**src/rtl/vga_timing_pkg.sv**
```systemverilog
// Shared constants and helpers for the VGA timing generator: 640x480@60 defaults,
// line/frame totals and the sync/display bundle carried through the delay line.
package vga_timing_pkg;

  localparam int DEF_H_ACTIVE = 640;
  localparam int DEF_H_FRONT  = 16;
  localparam int DEF_H_SYNC   = 96;
  localparam int DEF_H_BACK   = 48;
  localparam int DEF_V_ACTIVE = 480;
  localparam int DEF_V_FRONT  = 10;
  localparam int DEF_V_SYNC   = 2;
  localparam int DEF_V_BACK   = 33;

  localparam bit SYNC_ACT_LOW  = 1'b0;
  localparam bit SYNC_ACT_HIGH = 1'b1;

  typedef struct packed {
    logic disp;
    logic hsync;
    logic vsync;
  } vga_sig_t;

  function automatic int h_total(int active, int front, int sync, int back);
    return active + front + sync + back;
  endfunction

  function automatic int v_total(int active, int front, int sync, int back);
    return active + front + sync + back;
  endfunction

endpackage

```
**src/rtl/vga_delay_line.sv**
```systemverilog
// Enable-gated shift register; DEPTH=0 degenerates to a wire.
// Reset loads every stage with rst_val_i so idle stages look like "blank, syncs inactive".
module vga_delay_line #(
  parameter int DEPTH = 1,
  parameter int WIDTH = 1
) (
  input  logic             clk,
  input  logic             rst,
  input  logic             ena_i,
  input  logic [WIDTH-1:0] rst_val_i,
  input  logic [WIDTH-1:0] d_i,
  output logic [WIDTH-1:0] q_o
);

  if (DEPTH == 0) begin : g_bypass
    logic unused_bypass;
    assign unused_bypass = ^{clk, rst, ena_i, rst_val_i};
    assign q_o = d_i;
  end else begin : g_shift
    logic [DEPTH-1:0][WIDTH-1:0] stage_q;

    always_ff @(posedge clk or posedge rst) begin
      if (rst) begin
        for (int k = 0; k < DEPTH; k++) stage_q[k] <= rst_val_i;
      end else if (ena_i) begin
        stage_q[0] <= d_i;
        for (int k = 1; k < DEPTH; k++) stage_q[k] <= stage_q[k-1];
      end
    end

    assign q_o = stage_q[DEPTH-1];
  end

endmodule

```
**src/rtl/vga_timing_gen.sv**
```systemverilog
// VGA raster counters with sync/display decode; sync and display_on are re-timed
// by OUT_DELAY ena-cycles to line up with a pipelined colour path.
module vga_timing_gen
  import vga_timing_pkg::*;
#(
  parameter int H_ACTIVE  = DEF_H_ACTIVE,
  parameter int H_FRONT   = DEF_H_FRONT,
  parameter int H_SYNC    = DEF_H_SYNC,
  parameter int H_BACK    = DEF_H_BACK,
  parameter int V_ACTIVE  = DEF_V_ACTIVE,
  parameter int V_FRONT   = DEF_V_FRONT,
  parameter int V_SYNC    = DEF_V_SYNC,
  parameter int V_BACK    = DEF_V_BACK,
  parameter bit HSYNC_ACT = SYNC_ACT_LOW,
  parameter bit VSYNC_ACT = SYNC_ACT_LOW,
  parameter int COORD_W   = 10,
  parameter int FRAME_W   = 8,
  parameter int OUT_DELAY = 0
) (
  input  logic               clk,
  input  logic               rst,
  input  logic               ena,
  output logic [COORD_W-1:0] hpos,
  output logic [COORD_W-1:0] vpos,
  output logic               display_on,
  output logic               hsync,
  output logic               vsync,
  output logic               line_start,
  output logic               frame_start,
  output logic [FRAME_W-1:0] frame_cnt
);

  localparam int H_TOT = h_total(H_ACTIVE, H_FRONT, H_SYNC, H_BACK);
  localparam int V_TOT = v_total(V_ACTIVE, V_FRONT, V_SYNC, V_BACK);

  if (OUT_DELAY < 0 || OUT_DELAY > 3) begin : g_bad_delay
    $error("vga_timing_gen: OUT_DELAY must be 0..3");
  end
  if (COORD_W < 1 || COORD_W > 30 || (H_TOT - 1) >= (2 ** COORD_W) ||
      (V_TOT - 1) >= (2 ** COORD_W)) begin : g_bad_coord
    $error("vga_timing_gen: COORD_W too narrow for H_TOTAL/V_TOTAL");
  end

  localparam logic [COORD_W-1:0] H_LAST  = COORD_W'(H_TOT - 1);
  localparam logic [COORD_W-1:0] V_LAST  = COORD_W'(V_TOT - 1);
  localparam logic [COORD_W-1:0] H_VIS   = COORD_W'(H_ACTIVE);
  localparam logic [COORD_W-1:0] V_VIS   = COORD_W'(V_ACTIVE);
  localparam logic [COORD_W-1:0] HS_LO   = COORD_W'(H_ACTIVE + H_FRONT);
  localparam logic [COORD_W-1:0] HS_HI   = COORD_W'(H_ACTIVE + H_FRONT + H_SYNC);
  localparam logic [COORD_W-1:0] VS_LO   = COORD_W'(V_ACTIVE + V_FRONT);
  localparam logic [COORD_W-1:0] VS_HI   = COORD_W'(V_ACTIVE + V_FRONT + V_SYNC);

  logic [COORD_W-1:0] hpos_q, hpos_d;
  logic [COORD_W-1:0] vpos_q, vpos_d;
  logic [FRAME_W-1:0] fcnt_q, fcnt_d;

  always_comb begin
    hpos_d = hpos_q;
    vpos_d = vpos_q;
    fcnt_d = fcnt_q;
    if (ena) begin
      if (hpos_q == H_LAST) begin
        hpos_d = '0;
        if (vpos_q == V_LAST) begin
          vpos_d = '0;
          fcnt_d = fcnt_q + 1'b1;
        end else begin
          vpos_d = vpos_q + 1'b1;
        end
      end else begin
        hpos_d = hpos_q + 1'b1;
      end
    end
  end

  always_ff @(posedge clk or posedge rst) begin
    if (rst) begin
      hpos_q <= '0;
      vpos_q <= '0;
      fcnt_q <= '0;
    end else begin
      hpos_q <= hpos_d;
      vpos_q <= vpos_d;
      fcnt_q <= fcnt_d;
    end
  end

  vga_sig_t sig_raw, sig_idle, sig_out;
  logic     hs_win, vs_win;

  assign hs_win        = (hpos_q >= HS_LO) && (hpos_q < HS_HI);
  assign vs_win        = (vpos_q >= VS_LO) && (vpos_q < VS_HI);
  assign sig_raw.disp  = (hpos_q < H_VIS) && (vpos_q < V_VIS);
  assign sig_raw.hsync = hs_win ? HSYNC_ACT : ~HSYNC_ACT;
  assign sig_raw.vsync = vs_win ? VSYNC_ACT : ~VSYNC_ACT;

  // Value the delay stages hold out of reset: blanked, both syncs inactive.
  assign sig_idle.disp  = 1'b0;
  assign sig_idle.hsync = ~HSYNC_ACT;
  assign sig_idle.vsync = ~VSYNC_ACT;

  vga_delay_line #(
    .DEPTH (OUT_DELAY),
    .WIDTH ($bits(vga_sig_t))
  ) u_dly (
    .clk       (clk),
    .rst       (rst),
    .ena_i     (ena),
    .rst_val_i (sig_idle),
    .d_i       (sig_raw),
    .q_o       (sig_out)
  );

  assign hpos        = hpos_q;
  assign vpos        = vpos_q;
  assign frame_cnt   = fcnt_q;
  assign display_on  = sig_out.disp;
  assign hsync       = sig_out.hsync;
  assign vsync       = sig_out.vsync;
  assign line_start  = ena && (hpos_q == '0);
  assign frame_start = line_start && (vpos_q == '0);

endmodule
```
**config.mk**
```make
export PLATFORM = sky130hd
export DESIGN_NAME = vga_timing_gen
export DESIGN_NICKNAME = d
export VERILOG_FILES = /design/src/rtl/vga_timing_pkg.sv /design/src/rtl/vga_delay_line.sv /design/src/rtl/vga_timing_gen.sv
export SDC_FILE = /design/constraint.sdc
export NUM_CORES = 1
export LEC_CHECK = 0
export CAP_MARGIN = 20
export CORE_ASPECT_RATIO = 1.25
export CORE_MARGIN = 5
export CORE_UTILIZATION = 30
export CTS_CLUSTER_SIZE = 25
export DETAILED_ROUTE_END_ITERATION = 8
export SLEW_MARGIN = 10
export SYNTH_ARGS = -nofsm -noshare
export SYNTH_HDL_FRONTEND = slang
export SYNTH_SLANG_ARGS = --single-unit
```
**constraint.sdc**
```tcl
create_clock -name clk -period 5.15 [get_ports clk]
set_input_delay 1.03 -clock clk [delete_from_list [all_inputs] [get_ports clk]]
set_output_delay 1.03 -clock clk [all_outputs]
set_load 0.005 [all_outputs]
```
# After elaboration in Yosys (flattened, before gate mapping)

Cells that the tools add are included.
W data, S select, Z words.

Add/sub/neg operators: 3
Magnitude comparators: 6
Equality and inequality tests: 2
Mux-type cells: 4
Reductions and logical operators: 9

Operator list:

| operator                | number |
|---|---|
| $add A10 B1 Y10 const B | 2 |
| $eq A10 B10 Y1 const B  | 2 |
| $logic_not A10 Y1       | 2 |
| $lt A10 B10 Y1 const B  | 2 |
| $lt A10 B9 Y1 const B   | 2 |
| $mux W10                | 2 |
| $ge A10 B10 Y1 const B  | 1 |
| $ge A10 B9 Y1 const B   | 1 |
| $add A8 B1 Y8 const B   | 1 |
| $logic_and A1 B1 Y1     | 5 |
| $reduce_and A3 Y1       | 1 |
| $mux W1                 | 2 |
| $reduce_and A2 Y1       | 1 |

Register bits: 28
Input port bits: 3

# Longest topological paths before layout

Depth after elaboration: 3
Depth in mapped cells: 6
Depth with buffers taken out: 6

# Cells and area by module

A second synthesis with hierarchy kept.

Cells, all modules: 157
Area total of the unflattened synthesis: 1541.5 µm²

By module, submodules not included:

| module         | times used | cells an instance | area each (µm²) | sequential area each (µm²) |
|---|---|---|---|---|
| vga_timing_gen | 1          | 154               | 1519.0          | 700.7 |
| vga_delay_line | 1          | 3                 | 22.5            | 0.0 |

# Worst setup path before layout

Ideal clock, no wire load.

Path type: input port to output port
From: in ena
To: out frame_start
Arrival time: 1710 ps
Setup slack: 2410 ps
Stages on the path: 4
Buffers on the path: 1
Path through: clkbuf_1 > nand3_1 > nor2_1 > and4_1

Word-level cells in the longest chain between the ends: 2

Ends and longest elaborated chain:

| what                | line                  | RTL |
|---|---|---|
| start, declared     | vga_timing_gen.sv:22  | `input logic ena,` |
| $logic_and A1 B1 Y1 | vga_timing_gen.sv:120 | `assign line_start = ena && (hpos_q == '0);` |
| net line_start      | vga_timing_gen.sv:28  | `output logic line_start,` |
| $logic_and A1 B1 Y1 | vga_timing_gen.sv:121 | `assign frame_start = line_start && (vpos_q == '0);` |
| end, declared       | vga_timing_gen.sv:29  | `output logic frame_start,` |

The timed path passes the listed nets, and every way through them passes these cells.

# Worst setup path after layout

From: in ena
To: out frame_start

Word-level cells in the longest chain between the ends: 2

Ends and longest elaborated chain:

| what                | line |
|---|---|
| $logic_and A1 B1 Y1 | vga_timing_gen.sv:120 |
| $logic_and A1 B1 Y1 | vga_timing_gen.sv:121 |

No other way between the ends.

==> out/summary.txt <==
Type of the worst min-delay path -> reg2reg
Chip Height -> 89.36 um
Post-route cell area -> 1987 um2
Total core area -> 4971 um2
Inst Count DP -> 246
Post-Route WL -> 3477 um
Pin count of the biggest net entering global routing -> 29
Maximum VDD drop -> 0.1241 mV
Achievable frequency -> 267.4 MHz
Slew @ Worst Pin -> 0.5147 ns
Vias in the first global route -> 1225
Syn Nets -> 161
Final Skew -> 0.006395 ns
Placed instance area -> 1932 um2
Initial core utilization -> 30.41%
Status -> finished, final reports clean
Layout cells sized above 1 -> 6.915%
Initial antenna violation count -> 0
YS warnings -> 0
Area grow syn2layout -> 31.46%
Final Util -> 39.97%
Min cycle time layout -> 3.739 ns
Buffer count from post-CTS setup fixing -> 0
Synth Instances -> 152
DR WL/cell -> 13.91 um
Sequential area share after synthesis -> 46.36%
Worst Setup Path Type -> in2out
Synth Register Bits -> 28
Pwr Density -> 257.3 nW/um2
Finished Layout Cells -> 250
CTS Hold Bufs -> 0
CP Max Fanout -> 11
Clock root cell -> clkbuf_8
Crit end category -> primary output
CTS tree -> built
Total GRT Usage -> 11.79%
Slew Limit Fails -> 0
CP Data Required Time -> 4.12 ns
Ant. Diodes -> 0
PostCTS Resize Cnt -> 0
Final WS setup -> 1.411 ns
Max incr delay on CP -> 0.68 ns
Crit-path slowest cell -> clkdlybuf4s50_1
Worst relative slew slack -> 65.37%
Die Wd -> 73.49 um
Final worst path period share -> 72.61%
# IOs -> 36
H-tree levels -> 1
Core Rows -> 29
DR pass1 iterations -> 4
Clock Latency Late Sink -> 0.27 ns
Count of different cell masters after synthesis -> 34
Leak -> 0.0008770 uW
Final Hold Fails -> 0
Total congestion overflow -> 0
Final Setup Violations -> 0
Synth Area in Simple Gates -> 27.40%
Clk slew on worst S/H paths -> 0.09 ns
Nets@finish -> 198
Largest family of logic cells by synthesized area -> simple AND/OR/NAND/NOR gates
DP HPWL -> 2565 um
DRT iter0 DRCs -> 140
Arrival @ worst endpoint -> 2.71 ns
Setup TNS -> 0 ns
Max Cap Violations -> 0
DRT antenna net count -> 0
Crit path buffers/inverters -> 2
Unrepaired setup endpoints after global routing -> false
Clock Tree Buf Depth -> 2
Mean post-synth cell area -> 9.944 um2
Synth Area in XOR/XNOR -> 9.851%
Area share of fa/ha/maj cells after synthesis -> 4.967%
Synth Cell Area -> 1511 um2
DR vias -> 1250
Compound-cell area share of the yosys netlist -> 6.043%
Critical path startpoint category -> input port
Pre-CTS WS -> 1.406 ns
First-pass GRT wire length -> 6113 um
Mux cell area share after synthesis -> 2.152%
Gpl congestion -> 0.7590
Largest delay share family, worst path -> buffers and inverters
Avg Vias per Cell -> 5.000
Critical Path Most Common Cell -> clkdlybuf4s50_1
PortBufs -> 35
DRC violation count after routing -> 0
Crit-path cells -> clkdlybuf4s50_1, nand3_1, nor2_1, and4_1, clkdlybuf4s50_1
Sink Count -> 28
Die ar. -> 6567 um2
Num CTS Buffers -> 3
-- power breakdown --
group	internal (uW)	switching [uW]	leakage, uW
clock	68.3	63.5	0.0000288
combinational	61.3	45.7	0.000487
sequential	238	35.0	0.000361
-- routing by layer --
layer / GRT usage [%] / up-vias / part of all wire, %
li1: - / 624 / -
met1: 15.98 / 593 / 47
met2: 18.71 / 31 / 46
met3: 2.362 / 2 / 5.6
met4: 3.954 / 0 / 0.69
met5: 0 / - / 0
-- worst paths after layout --
path,slack (ns),cells after the start,from,end
max,1.41,5,ena,frame_start
min,0.47,1,frame_cnt[7]$_DFFE_PP0P_,frame_cnt[7]$_DFFE_PP0P_
max reg2reg,2.91,5,hpos[0]$_DFFE_PP0P_,frame_cnt[1]$_DFFE_PP0P_
min reg2reg,0.47,1,frame_cnt[7]$_DFFE_PP0P_,frame_cnt[7]$_DFFE_PP0P_
max in group asynchronous,3.76,3,rst,hpos[4]$_DFFE_PP0P_
min in group asynchronous,1.12,3,rst,frame_cnt[0]$_DFFE_PP0P_
-- flip-flops by register name (all words and copies together) (netlist names) --
signal     count
frame_cnt      8
hpos          10
vpos          10
-- placed cells by master (no fill, tap or decap), drive strengths merged, types with 7 or more instances in the layout --
cell	instances
clkdlybuf4s50	35
xor2	10
o21ai	8
nand3	14
nand2	10
nor2	7
inv	7
nand4	11
xnor2	7
dfrtp	28
-- cell usage after synthesis (all sizes together) --
master | n | share of area [%]
a21oi | 1 | 0.33
a221oi | 1 | 0.58
a31o | 1 | 0.58
a31oi | 1 | 0.41
and2 | 1 | 0.41
and3 | 6 | 2.5
and4 | 1 | 0.58
buf | 1 | 0.50
clkbuf | 4 | 0.99
dfrtp | 28 | 46
ha | 6 | 5.0
inv | 7 | 1.7
mux2 | 2 | 1.5
mux2i | 1 | 0.66
nand2 | 10 | 2.5
nand3 | 14 | 4.6
nand3b | 2 | 0.99
nand4 | 11 | 4.6
nor2 | 7 | 1.7
nor2b | 2 | 0.83
nor3 | 6 | 2.0
nor4 | 6 | 4.1
nor4b | 1 | 0.58
o211ai | 1 | 0.50
o21ai | 8 | 2.6
o22ai | 1 | 0.41
o2bb2ai | 1 | 0.58
or3 | 4 | 2.0
xnor2 | 7 | 4.1
xor2 | 10 | 5.8
-- final cells by class --
class,count,area (um2)
timing repair buffer,37,365.4
sequential,28,700.7
multi-input combinational,112,762.0
tap,62,77.57
inverter,7,26.28
fill,511,2984
clock buffer,4,55.05
-- cell families after synthesis --
kind of cell	after synthesis
simple gates	71
compound gates	15
mux	3
xor+xnor	17
flops	28
buf+inv	12
fa+ha+maj	6
-- through the flow --
stage / hold WS [ns] / power, uW
CTS: 0.4783 / 521.5
detailed placement: 0.4646 / 385.0
global placement: 0.4560 / 385.2
finish: 0.4712 / 511.3
floorplan: 0.4647 / 326.0
global route: 0.5128 / 546.7
Power figures use the tool's default switching activity.
